File: config.mk
export PLATFORM = sky130hd
export DESIGN_NAME = psram_async_sequencer
export DESIGN_NICKNAME = d
export VERILOG_FILES = /design/src/rtl/psram_async_sequencer.sv
export SDC_FILE = /design/constraint.sdc
export NUM_CORES = 1
export LEC_CHECK = 0
export ABC_CLOCK_PERIOD_IN_PS = 2400
export CAP_MARGIN = 20
export CELL_PAD_IN_SITES_DETAIL_PLACEMENT = 1
export CELL_PAD_IN_SITES_GLOBAL_PLACEMENT = 1
export CORE_MARGIN = 5
export CORE_UTILIZATION = 35
export CTS_CLUSTER_DIAMETER = 200
export DETAILED_ROUTE_END_ITERATION = 6
export PLACE_DENSITY_LB_ADDON = 0.1
export SLEW_MARGIN = 5
export SYNTH_ARGS = -nofsm -noshare
export SYNTH_HDL_FRONTEND = slang
export SYNTH_SLANG_ARGS = --single-unit
File: constraint.sdc
create_clock -name clk -period 2.4 [get_ports clk]
set_clock_uncertainty 0.2 [all_clocks]
set_input_delay 0.48 -clock clk [delete_from_list [all_inputs] [get_ports clk]]
set_output_delay 0.48 -clock clk [all_outputs]
set_load 0.05 [all_outputs]
File: src/rtl/psram_async_sequencer.sv
// Asynchronous-mode PSRAM access sequencer: turns single-word valid/ready requests
// into registered CE/OE/WE/data-drive strobes with programmable wait and recovery time.
//
// state     | meaning
// ----------+---------------------------------------------------------------
// S_IDLE    | strobes inactive, ready for a request
// S_SETUP   | CE low, address/data settle, data drive on for writes
// S_ACCESS  | OE (read) or WE (write) low for WAIT_CYCLES clocks
// S_HOLD    | OE/WE released, CE still low, completion pulse
// S_RECOVER | CE high for RECOVER_CYCLES clocks before the next access
module psram_async_sequencer #(
  parameter int ADDR_W         = 23,
  parameter int DATA_W         = 16,
  parameter int WAIT_CYCLES    = 4,
  parameter int RECOVER_CYCLES = 1
) (
  input  logic              clk,
  input  logic              rst_n,
  input  logic              req_valid,
  output logic              req_ready,
  input  logic              req_we,
  input  logic [ADDR_W-1:0] req_addr,
  input  logic [DATA_W-1:0] req_wdata,
  output logic              rsp_valid,
  output logic [DATA_W-1:0] rsp_rdata,
  output logic [ADDR_W-1:0] mem_adr,
  output logic [DATA_W-1:0] mem_dout,
  output logic              mem_doe,
  input  logic [DATA_W-1:0] mem_din,
  output logic              ram_ce_n,
  output logic              mem_oe_n,
  output logic              mem_we_n
);

  localparam logic [2:0] S_IDLE    = 3'd0;
  localparam logic [2:0] S_SETUP   = 3'd1;
  localparam logic [2:0] S_ACCESS  = 3'd2;
  localparam logic [2:0] S_HOLD    = 3'd3;
  localparam logic [2:0] S_RECOVER = 3'd4;

  localparam int CNT_W = 16;
  localparam logic [CNT_W-1:0] WAIT_LAST = CNT_W'(WAIT_CYCLES - 1);
  localparam logic [CNT_W-1:0] REC_LAST  = CNT_W'((RECOVER_CYCLES > 0) ? RECOVER_CYCLES - 1 : 0);

  logic [2:0]        state_q, state_d;
  logic [CNT_W-1:0]  cnt_q, cnt_d;
  logic              we_q, we_d;
  logic [ADDR_W-1:0] adr_q, adr_d;
  logic [DATA_W-1:0] dout_q, dout_d;
  logic [DATA_W-1:0] rdata_q, rdata_d;
  logic              ce_n_q, oe_n_q, we_n_q, doe_q, rsp_q, rdy_q;
  logic              active_d;

  always_comb begin
    state_d = state_q;
    cnt_d   = cnt_q;
    we_d    = we_q;
    adr_d   = adr_q;
    dout_d  = dout_q;
    rdata_d = rdata_q;
    case (state_q)
      S_IDLE: begin
        if (req_valid) begin
          state_d = S_SETUP;
          we_d    = req_we;
          adr_d   = req_addr;
          dout_d  = req_wdata;
        end
      end
      S_SETUP: begin
        state_d = S_ACCESS;
        cnt_d   = '0;
      end
      S_ACCESS: begin
        if (cnt_q == WAIT_LAST) begin
          state_d = S_HOLD;
          if (!we_q) rdata_d = mem_din;
        end else begin
          cnt_d = cnt_q + 1'b1;
        end
      end
      S_HOLD: begin
        cnt_d   = '0;
        state_d = (RECOVER_CYCLES == 0) ? S_IDLE : S_RECOVER;
      end
      S_RECOVER: begin
        if (cnt_q == REC_LAST) state_d = S_IDLE;
        else                   cnt_d   = cnt_q + 1'b1;
      end
      default: state_d = S_IDLE;
    endcase
  end

  // Pin strobes are decoded from the next state so every output leaves a flop.
  assign active_d = (state_d == S_SETUP) || (state_d == S_ACCESS) || (state_d == S_HOLD);

  always_ff @(posedge clk or negedge rst_n) begin
    if (!rst_n) begin
      state_q <= S_IDLE;
      cnt_q   <= '0;
      we_q    <= 1'b0;
      adr_q   <= '0;
      dout_q  <= '0;
      rdata_q <= '0;
      ce_n_q  <= 1'b1;
      oe_n_q  <= 1'b1;
      we_n_q  <= 1'b1;
      doe_q   <= 1'b0;
      rsp_q   <= 1'b0;
      rdy_q   <= 1'b1;
    end else begin
      state_q <= state_d;
      cnt_q   <= cnt_d;
      we_q    <= we_d;
      adr_q   <= adr_d;
      dout_q  <= dout_d;
      rdata_q <= rdata_d;
      ce_n_q  <= !active_d;
      oe_n_q  <= !((state_d == S_ACCESS) && !we_d);
      we_n_q  <= !((state_d == S_ACCESS) && we_d);
      doe_q   <= active_d && we_d;
      rsp_q   <= (state_d == S_HOLD);
      rdy_q   <= (state_d == S_IDLE);
    end
  end

  assign req_ready = rdy_q;
  assign rsp_valid = rsp_q;
  assign rsp_rdata = rdata_q;
  assign mem_adr   = adr_q;
  assign mem_dout  = dout_q;
  assign mem_doe   = doe_q;
  assign ram_ce_n  = ce_n_q;
  assign mem_oe_n  = oe_n_q;
  assign mem_we_n  = we_n_q;

endmodule
# Word-level counts from Yosys, hierarchy flattened

Cells that the tools add are included.

Register bits: 81
Input port bits: 59
Output and inout bits: 61

$add $sub $neg: 1
Equality and inequality tests: 10
Muxes and demuxes: 9
Bitwise gates (word level): 1
Reduce and logical (&&, ||, !) cells: 17

Operators by type and width:

| operator                                                          | count |
|---|---|
| 16-bit case mux with 3 select lines                               | 1 |
| 16-bit 2-to-1 mux                                                 | 2 |
| 16-bit by 1-bit adder with 16-bit output (second input constant)  | 1 |
| 16-bit by 2-bit == test with 1-bit output (second input constant) | 1 |
| 16-bit zero test                                                  | 1 |
| 3-bit case mux with 5 select lines                                | 1 |
| 3-bit by 2-bit == test with 1-bit output (second input constant)  | 4 |
| 3-bit 2-to-1 mux                                                  | 3 |
| 3-bit by 1-bit == test with 1-bit output (second input constant)  | 2 |
| 3-bit zero test                                                   | 2 |
| 3-bit AND reduction                                               | 2 |
| 1-bit zero test                                                   | 4 |
| 2-bit inequality test (second input constant)                     | 2 |
| 3-bit == test (second input constant)                             | 1 |
| 1-bit logical AND                                                 | 3 |
| 3-bit nonzero test                                                | 1 |
| 1-bit logical OR                                                  | 2 |
| 1-bit 2-to-1 mux                                                  | 2 |
| 2-bit AND reduction                                               | 1 |
| 2-bit OR reduction                                                | 1 |
| 1-bit inverter                                                    | 1 |

# Longest topological paths before layout

Gate-level depths: netlist (run 1).

Depth after elaboration: 7
Depth in mapped cells: 8
Gate-level depth less buffers: 6

# Worst setup path after synthesis (run 1)

OpenSTA, ideal clock, no wires.

Path kind: register to register
Start point: register cnt_q[5]
End point: register rdata_q[10] (netlist: rsp_rdata[10])
Data arrival time: 1.857 ns
Data required time: 2.075 ns
Slack: 0.218 ns
Cell stages (with the launch flop): 8
Buffers on the path: 2
Clock period less this slack: 2.182 ns
Cells stage by stage: dfrtp_1 nor4_1 and4_1 nor4b_4 nor2b_1 buf_4 buf_6 mux2_2

Word-level cells in the longest chain between the ends: 2

RTL lines:

| element                                   | RTL line | text |
|---|---|---|
| start: declaration                        | 46       | `logic [CNT_W-1:0] cnt_q, cnt_d;` |
| start signal: assignment                  | 113      | `cnt_q <= cnt_d;` |
| 16-bit by 2-bit == test with 1-bit output | 75       | `if (cnt_q == WAIT_LAST) begin` |
| 3-bit AND reduction (no line)             | -        |  |
| end signal: assignment                    | 117      | `rdata_q <= rdata_d;` |
| end: declaration                          | 50       | `logic [DATA_W-1:0] rdata_q, rdata_d;` |

No other way between the ends.
A chain may end at the register's enable or synchronous reset.

# Worst setup path in the final report (run 1)

Start point: register cnt_q[12]
End point: register rdata_q[5] (netlist: rsp_rdata[5])

The elaborated chain is that of the path after synthesis.

==> metrics.txt, run 1 <==
P_int=roughly 0.0042 W; worst r2r src=cnt_q[12]$_DFFE_PN0P_; Switching Power=between 0.003 and 0.004 W; Final Hold Fails=0; Final setup viols=0; Die X=108 um; post-layout min period=approximately 2.3 ns; status=complete, no violations; Comb power frac=approximately 56%; DP Area=roughly 4800 um2; Layout Nets=447; gpl congestion=between 0.6 and 0.7; drc violations=0; antenna viol nets, final=0; post-synthesis register bit count=between 80 and 90; Root Buffer=clkbuf_8; pwr/cell area=1560 nW/um2; final global-route overflow total=0; Vias/cell=4.88; CP Cell Sequence=nor4_2 > and4_1 > nor4b_4 > nor2b_4 > buf_12 > mux2_2; post-layout util=~54%; setup TNS=0 ns; hold crit path type=flop to flop; Vias=2,536; startpoint types=flop; slew at the pin closest to its max-slew limit=between 0.6 and 0.7 ns; worst hold slack=0.307 ns; CP Capture Point=rsp_rdata[5]$_DFFE_PN0P_; sw frac=45.8%; vias in the first global route=2,741; FF-to-FF path depth=6; Placed Cells=503; register clock-pin slew on the reported worst setup and hold paths=approximately 0.08 ns; wire length per cell=~16 um; Yosys cell types=36; row count=35; initial antenna violation count=0; Total Routing Usage GR=roughly 15%; Crit path depth=6; Max clock buf depth=2; max cap viols=0; die area=about 12,000 um2; first-pass GRT wire length=13,500 um; Core Box Area=9280 um2; Post-Syn Instances=250; routed wire length=8360 um; Largest stage delay, worst path=0.40 ns; final slew viol count=0; period utilization=between 90 and 100%; CP Launch Point=cnt_q[12]$_DFFE_PN0P_; Buf+Inv Stages, Crit Path=1; register area share after synthesis=between 60 and 70%; CTS tree=done; area delta synth->final=50.0%; largest net degree at the start of global routing=between 50 and 60; r2r endpoint=rsp_rdata[5]$_DFFE_PN0P_; Final Instance Area=between 5000 and 6000 um2; Starting Density=a little over a third; kind of critical path=flop to flop; Post-Syn Area=about 3400 um2; share of cells above drive strength 1=between 20 and 30%; unrepaired setup endpoints after global routing=false; fin cells=520; required time worst endpoint=between 2 and 2.5 ns; cts bufs inserted=9; synthesized area per cell=around 13 um2; Max rail drop VDD=between 800 and 900 uV; Leakage=between 2 and 2.5 nW; delay-heaviest family, CP=simple AND/OR/NAND/NOR gates; clk sinks=81; I/O pins=120; ANT cells=0; CP Max Fanout=16; Clk network pwr share=~14%; clk_lat worst skew=approximately 0.34 ns; worst relative slew slack=between 50% and 60%; power share of the sequential group=29.5%; Arrival @ worst endpoint=2.30 ns; First-pass DRT Iterations=4; CP endpoint kind=flop; warnings from Yosys=0; DRT iter0 DRCs=a little over 50; DP Wirelength=6230 um; Chip Height=~110 um; H-tree depth=3; Max Fclk=approximately 0.44 GHz; Slowest-stage cell, CP=dfrtp_1; IO buf count=about 120; r2r setup slk=around 0.13 ns; syn nets=around 310; Post CTS Setup Buffer Count=0
-- repair_timing --
action,CTS,global route
pin swaps,0,0
hold endpoints to repair,30,0
resized for setup,1,2
hold buffers,1,0
setup endpoints to repair,16,16
-- placed cells by master (no fill, tap or decap), types with 5 or more instances in the layout --
cell type	count
clkbuf_8	9
mux2_2	56
dfrtp_1	77
nor2_1	5
a21oi_1	16
o21ai_0	9
or4_1	7
o31ai_1	6
or3_1	10
nand2_1	10
clkdlybuf4s50_1	114
buf_4	21
-- synthesized netlist by cell type --
cell	n	area share, %
nor2b_1	2	0.37
or2_0	1	0.19
xor2_1	1	0.26
inv_1	4	0.45
dfrtp_1	77	57
or2b_1	1	0.22
nor4b_4	1	0.71
o21a_1	1	0.22
a21o_1	2	0.45
buf_2	3	0.45
nor2_2	1	0.19
nor4b_2	1	0.45
o31ai_1	6	1.3
nor4_1	3	0.56
nand3b_1	2	0.45
xnor2_1	1	0.26
and4_1	1	0.26
nand3_1	4	0.60
or2_2	1	0.19
mux2_2	56	19
ha_1	2	0.75
or3_1	10	1.9
buf_4	1	0.22
a21oi_1	16	2.4
o21ai_0	9	1.3
and3_1	1	0.19
nor2_1	5	0.56
dfstp_2	4	3.1
nand4_1	2	0.37
clkbuf_1	7	0.78
or4_1	7	1.6
nand2b_1	1	0.19
buf_6	2	0.67
nand2_1	10	1.1
o221a_4	1	0.60
nor3_1	3	0.45
-- area by class of cell --
class                   count  area, um2
well taps                 129        161
multi-input cells         152       1260
clock buffers              10        128
repair buffers            138       1350
inverters                   4       15.0
flip-flops and latches     81       2030
fillers                   951       4250
clock inverters             6       90.1
-- power by group through the flow --
stage,Sequential [W],Clock [W],Combinational (W)
floorplan,0.00408,0,0.00119
global placement,0.00231,0,0.00442
detailed placement,0.00234,0,0.00448
CTS,0.00232,0.00114,0.00449
global route,0.00240,0.00119,0.00466
finish,0.00231,0.00110,0.00443
-- flip-flops by register name, summed over array words and instances, names as in the netlist --
register,flops
state_q,3
cnt_q,16
ram_ce_n,1
mem_dout,16
req_ready,1
rsp_valid,1
mem_oe_n,1
we_q,1
rsp_rdata,16
mem_we_n,1
mem_doe,1
mem_adr,23
-- worst min-delay path by stage --
stage	start	to	slack (ns)	depth (start not counted)
global route	mem_dout[9]$_DFFE_PN0P_	mem_dout[9]$_DFFE_PN0P_	0.32	1
floorplan	rst_n	cnt_q[0]$_DFFE_PN0P_	-0.02	0
detailed placement	rst_n	rsp_rdata[13]$_DFFE_PN0P_	0.25	1
global placement	rst_n	rsp_rdata[13]$_DFFE_PN0P_	0.26	1
finish	mem_dout[8]$_DFFE_PN0P_	mem_dout[8]$_DFFE_PN0P_	0.31	1
CTS	mem_adr[11]$_DFFE_PN0P_	mem_adr[11]$_DFFE_PN0P_	0.32	1
-- per-layer routing --
metal  routed length, um  vias to the layer above  global-route usage, %
met1                3550                     1267                   17.9
met4                 144                        0                   5.77
met3                 707                       13                   5.64
li1                    -                     1166                      -
met2                3960                       90                   23.4
met5                   0                        -                      0
-- logic make-up (layout without fill, tap and decap cells) --
family	count (synthesis)	in the layout	share of synthesized area (%)
buf+inv	17	158	2.57
xor+xnor	2	2	0.522
fa+ha+maj	2	2	0.746
mux	56	56	18.8
compound gates	35	35	6.34
flops	81	81	60.6
simple gates	57	57	10.5
-- metrics by stage --
step                setup slack, ns  power, W
floorplan                     0.218   0.00527
global placement             0.0669   0.00673
detailed placement          -0.0167   0.00682
CTS                          0.0154   0.00795
global route                0.00717   0.00825
finish                        0.128   0.00784
Power figures use the tool's default switching activity.
==> inputs of run 2 (changes only) <==
Settings changed: CORE_UTILIZATION 35 to 36, CTS_BUF_LIST set to sky130_fd_sc_hd__clkbuf_8.
==> run 2 against run 1 <==
  * Cell count decreased by 3.1%
  * First-iteration DRC count is 49% higher
  * Hold slack improved by 0.00092 ns
  * Register-to-register slack got worse by 0.02 ns
  * Combinational power increased by 2%
  * Via count decreased by 0.47%
  * Largest power group unchanged
  * Clock power is 16% higher
  * Die area down 2.5%
  * Non-clock buffer count up 3
  * Global-route usage up 1.5 points
  * Total power increased by 3.4%
  * Setup slack got worse by 0.023 ns
==> metrics.txt, run 2 (synthesis gave the netlist of run 1 again) <==
First-pass DRT Iterations=4; cts bufs inserted=9; Vias=between 2,000 and 3,000; Final setup viols=0; hold crit path type=flop to flop; ANT cells=0; required time worst endpoint=between 2 and 2.5 ns; Max Fclk=between 0.4 and 0.5 GHz; Pwr Total=about 0.0081 W; worst relative slew slack=between 60 and 70%; worst hold start=mem_adr[8]$_DFFE_PN0P_; pwr/cell area=between 1500 and 2000 nW/um2; kind of critical path=flop to flop; unrepaired setup endpoints after global routing=false; row count=35; filler cell count=~940; Arrival @ worst endpoint=2.33 ns; worst hold endpoint=mem_adr[8]$_DFFE_PN0P_; Setup WS post-layout=about 0.11 ns; commonest non-fill, non-tap cell in the layout=clkdlybuf4s50_1; CP Max Fanout=16; DRT iter0 DRCs=76; final global-route overflow total=0; setup slack at placement=~0.016 ns; initial antenna violation count=0; Root Buffer=clkbuf_8; DP Area=between 4000 and 5000 um2; CTS tree=done; Core Box Area=approximately 9200 um2; status=complete, no violations; clk_lat worst skew=approximately 0.35 ns; final slew viol count=0; I/O pins=between 100 and 150; register clock-pin slew on the reported worst setup and hold paths=0.09 ns; delay-heaviest family, CP=simple AND/OR/NAND/NOR gates; drc violations=0; worst r2r src=cnt_q[7]$_DFFE_PN0P_; largest net degree at the start of global routing=35; most frequent cells in the layout=clkdlybuf4s50_1, dfrtp_1, mux2_2, buf_4, a21oi_1; Final Instance Area=around 5000 um2; worst hold slack=roughly 0.31 ns; vias in the first global route=2,737; H-tree depth=3; Leakage=2.12 nW; Starting Density=36.7%; slew at the pin closest to its max-slew limit=0.535 ns; post-layout min period=approximately 2.3 ns; max cap viols=0; gpl congestion=~0.70; Vias/cell=about 5; startpoint types=flop; Die X=about 110 um; Slowest-stage cell, CP=dfrtp_1; r2r endpoint=rsp_rdata[8]$_DFFE_PN0P_; Largest stage delay, worst path=approximately 0.40 ns; Buf+Inv Stages, Crit Path=1; first-pass GRT wire length=~14,000 um; Final Hold Fails=0; clk sinks=81; hold path cells=1; Total Routing Usage GR=between 10% and 20%; period utilization=a little over nine tenths; antenna viol nets, final=0; r2r setup slk=0.11 ns; routed wire length=8870 um; setup TNS=0 ns; Layout Nets=450; DP Wirelength=6490 um; max FFs per register=23; area delta synth->final=51.6%; wire length per cell=about 18 um; Max clock buf depth=2; Max rail drop VDD=between 700 and 800 uV; FF-to-FF path depth=6; IO buf count=around 120; CP endpoint kind=flop; CP Cell Sequence=nor4_2 > and4_1 > nor4b_4 > nor2b_2 > buf_12 > mux2_2; share of cells above drive strength 1=between 20% and 30%; Chip Height=107 um; die area=approximately 11,000 um2
[run 2: cell types whose count changed in the layout (fill, tap and decap cells not counted), sizes merged]
cell      delta
clkinvlp     -1
bufinv       +2
buf          +3
clkbuf       -1
clkinv       -1
[run 2: how the worst max path moves through the flow]
stage	from	to	slack, ns	cells after the start
2_1_floorplan	cnt_q[5]$_DFFE_PN0P_	rsp_rdata[10]$_DFFE_PN0P_	0.22	7
3_3_place_gp	cnt_q[7]$_DFFE_PN0P_	rsp_rdata[13]$_DFFE_PN0P_	0.08	6
3_5_place_dp	cnt_q[7]$_DFFE_PN0P_	rsp_rdata[8]$_DFFE_PN0P_	0.02	6
4_1_cts	cnt_q[13]$_DFFE_PN0P_	rsp_rdata[8]$_DFFE_PN0P_	0.01	6
5_1_grt	cnt_q[7]$_DFFE_PN0P_	rsp_rdata[8]$_DFFE_PN0P_	0.008	6
6_report	cnt_q[7]$_DFFE_PN0P_	rsp_rdata[8]$_DFFE_PN0P_	0.11	6
[run 2: metal layers]
| metal | part of all wire [%] | up-vias | GRT usage (%) |
|---|---|---|---|
| li1 | - | 1181 | - |
| met1 | 45 | 1238 | 21.3 |
| met2 | 46 | 92 | 25.0 |
| met3 | 7.5 | 13 | 5.04 |
| met4 | 1.2 | 0 | 5.75 |
| met5 | 0 | - | 0 |
[run 2: through the flow]
| stage | utilization [%] | instances |
|---|---|---|
| global route | 55.6 | 504 |
| CTS | 55.5 | 504 |
| global placement | 52.5 | 488 |
| finish | 55.6 | 504 |
| floorplan | - | 250 |
| detailed placement | 52.5 | 488 |
[run 2: layout make-up]
class | count | area, um2 | area share (%)
Sequential cell | 81 | 2030 | 39.9
Timing Repair Buffer | 141 | 1380 | 27.2
Multi-Input combinational cell | 152 | 1260 | 24.8
Tap cell | 111 | 139 | 2.73
Clock inverter | 6 | 133 | 2.61
Clock buffer | 9 | 124 | 2.43
Inverter | 4 | 15.0 | 0.295
[run 2: timing repair]
item / in CTS / in global routing
setup endpoints to repair: 16 / 16
cloned: 0 / 0
endpoints found under the hold margin: 32 / 0
resized for setup: 1 / 2
buffers inserted: 0 / 0
hold buffers: 1 / 0
[run 2: report_power, final]
part / total, W / internal [W] / switching (W) / leakage [nW]
Sequential: 0.00228 / 0.00196 / 0.000323 / 1.00
Clock: 0.00128 / 0.000789 / 0.000491 / 0.131
Combinational: 0.00454 / 0.00173 / 0.00281 / 0.988
[run 2: worst register-to-register path: cells and delay by family (launching register included)]
| family | cells | cell delay, ns |
|---|---|---|
| buffers and inverters | 1 | 0.17 |
| DFF | 1 | 0.40 |
| muxes | 1 | 0.35 |
| and+or+nand+nor | 4 | 1.06 |
==> inputs of run 3 (changes only) <==
Settings changed: ABC_CLOCK_PERIOD_IN_PS 2400 to 1900, CORE_UTILIZATION 36 to 33.
Clock period 2.4 ns to 1.9 ns, I/O delays scaled along.
==> run 3 against run 2 <==
  * The flow now finishes with violations (negative setup slack)
  * Cell count grew 14%
  * Sequential share of layout area fell by 5.9 points
  * Sequential cell count is the same
  * Total power rose by 52%
  * Routed wire length grew 26%
  * Clock power is 6% higher
  * Die area rose by 8.2%
  * Combinational power is 76% higher
  * Critical path depth stayed put
  * Highest routed layer unchanged
==> metrics.txt, run 3 (synthesis gave the netlist of run 1 again) <==
commonest non-fill, non-tap cell in the layout=buf_4; Total Routing Usage GR=approximately 17%; gpl congestion=about 0.73; die area=12,300 um2; kind of critical path=flop to flop; Leakage=about 2.7 nW; FF-to-FF path depth=6; cts bufs inserted=9; Placed Cells=roughly 530; antenna viol nets, final=0; Vias/cell=4.88; largest net degree at the start of global routing=31; worst r2r src=cnt_q[3]$_DFFE_PN0P_; share of cells above drive strength 1=around 58%; Pwr Total=approximately 0.012 W; Layout Nets=around 500; failing checks=negative setup slack; Setup WS post-layout=-0.376 ns; CTS tree=done; most frequent cells in the layout=buf_4, dfrtp_1, clkdlybuf4s50_1, mux2_4, buf_12; initial antenna violation count=0; Final Hold Fails=0; fin cells=577; met3 usage=4.59%; wire length per cell=about 19 um; DRT iter0 DRCs=108; clk sinks=roughly 80; GR Layer Usage met2=between 20% and 30%; worst relative slew slack=between 60 and 70%; First-pass DRT Iterations=4; row count=36; CP Launch Point=cnt_q[3]$_DFFE_PN0P_; pwr/cell area=roughly 2100 nW/um2; Die X=~110 um; ANT cells=0; H-tree depth=3; status=finished with violations; Final setup viols=between 70 and 80; Root Buffer=clkbuf_8; r2r setup slk=-0.38 ns; area delta synth->final=78.0%; slew at the pin closest to its max-slew limit=0.463 ns; final global-route overflow total=0; Vias=about 2,800; hold crit path type=input pin to async pin; DP Wirelength=6790 um; IO buf count=approximately 120; max cap viols=0; Starting Density=34.0%; I/O pins=120; startpoint types=flop; Max clock buf depth=2; CP endpoint kind=flop; first-pass GRT wire length=around 17,000 um; post-layout min period=roughly 2.3 ns; routed wire length=11,100 um; unrepaired setup endpoints after global routing=true; Max Fclk=approximately 0.44 GHz; Arrival @ worst endpoint=between 2 and 2.5 ns; Max rail drop VDD=approximately 1000 uV; CP Max Fanout=16; drc violations=0; r2r endpoint=rsp_rdata[3]$_DFFE_PN0P_; period utilization=120%; M1 GR Usage=a little over a fifth; Core Box Area=9860 um2; busiest layer in global routing=met2; max FFs per register=23; register clock-pin slew on the reported worst setup and hold paths=approximately 0.08 ns; clk_lat worst skew=0.36 ns; required time worst endpoint=roughly 1.9 ns; vias in the first global route=between 3,000 and 4,000; final slew viol count=0; Chip Height=between 100 and 150 um
==> run 3: cell count changes in the layout (fill, tap and decap cells not counted), moves of 10 or more <==
| cell | before | now |
|---|---|---|
| a21oi_1 | 16 | 5 |
| buf_12 | 3 | 13 |
| buf_4 | 23 | 105 |
| clkdlybuf4s50_1 | 114 | 57 |
| mux2_2 | 56 | 2 |
| mux2_4 | 0 | 54 |
==> run 3: worst max-delay path by stage <==
| stage | depth (start not counted) | slack [ns] | end |
|---|---|---|---|
| 2_1_floorplan | 7 | -0.27 | rsp_rdata[10]$_DFFE_PN0P_ |
| 3_3_place_gp | 6 | -0.36 | rsp_rdata[1]$_DFFE_PN0P_ |
| 3_5_place_dp | 6 | -0.37 | rsp_rdata[15]$_DFFE_PN0P_ |
| 4_1_cts | 6 | -0.37 | rsp_rdata[0]$_DFFE_PN0P_ |
| 5_1_grt | 6 | -0.46 | rsp_rdata[4]$_DFFE_PN0P_ |
| 6_report | 6 | -0.38 | rsp_rdata[3]$_DFFE_PN0P_ |
==> run 3: routing by layer <==
layer / routed length, um / vias up
li1: - / 1284
met1: 4750 / 1426
met2: 5530 / 89
met3: 635 / 19
met4: 216 / 0
met5: 0 / -
==> run 3: cell type report <==
cell class,count,area [um2]
sequential,81,2030
clock inverter,6,82.6
fill,978,3890
clock buffer,9,124
multi-input combinational,153,1680
inverter,4,17.5
tap,133,166
timing repair buffer,191,1870
==> run 3: power breakdown <==
group / switching, W / total [W] / internal [W]
clock network: 0.000632 / 0.00136 / 0.000729
logic: 0.00427 / 0.00799 / 0.00372
registers: 0.000464 / 0.00295 / 0.00248
==> run 3: repair_timing <==
action                                  in CTS  in global routing
setup buffers                               15                 17
resized for setup                           88                 38
endpoints found under the setup margin      75                 79
endpoints found under the hold margin       20                  0
pin swaps                                   23                 14
gates cloned                                 6                  0
hold buffers                                 1                  0
==> run 3: through the flow <==
| step | TNS [ns] | instance area, um2 | setup WS (ns) | hold slack, ns | util, % |
|---|---|---|---|---|---|
| floorplan | -5.07 | 3410 | -0.268 | -0.116 | - |
| global placement | -20.88 | 4950 | -0.360 | 0.134 | 50.2 |
| detailed placement | -21.05 | 4950 | -0.372 | 0.136 | 50.2 |
| CTS | -11.16 | 5750 | -0.370 | 0.298 | 58.3 |
| global route | -18.45 | 5970 | -0.458 | 0.332 | 60.6 |
| finish | -14.70 | 5970 | -0.376 | 0.296 | 60.6 |
==> run 3: critical path, stage by stage (launching register included) <==
cell and delay, ns:
dfrtp_1 0.39, nor4_2 0.31, and4_1 0.28, nor4b_4 0.24, nor2b_4 0.21, buf_12 0.18
mux2_2 0.34
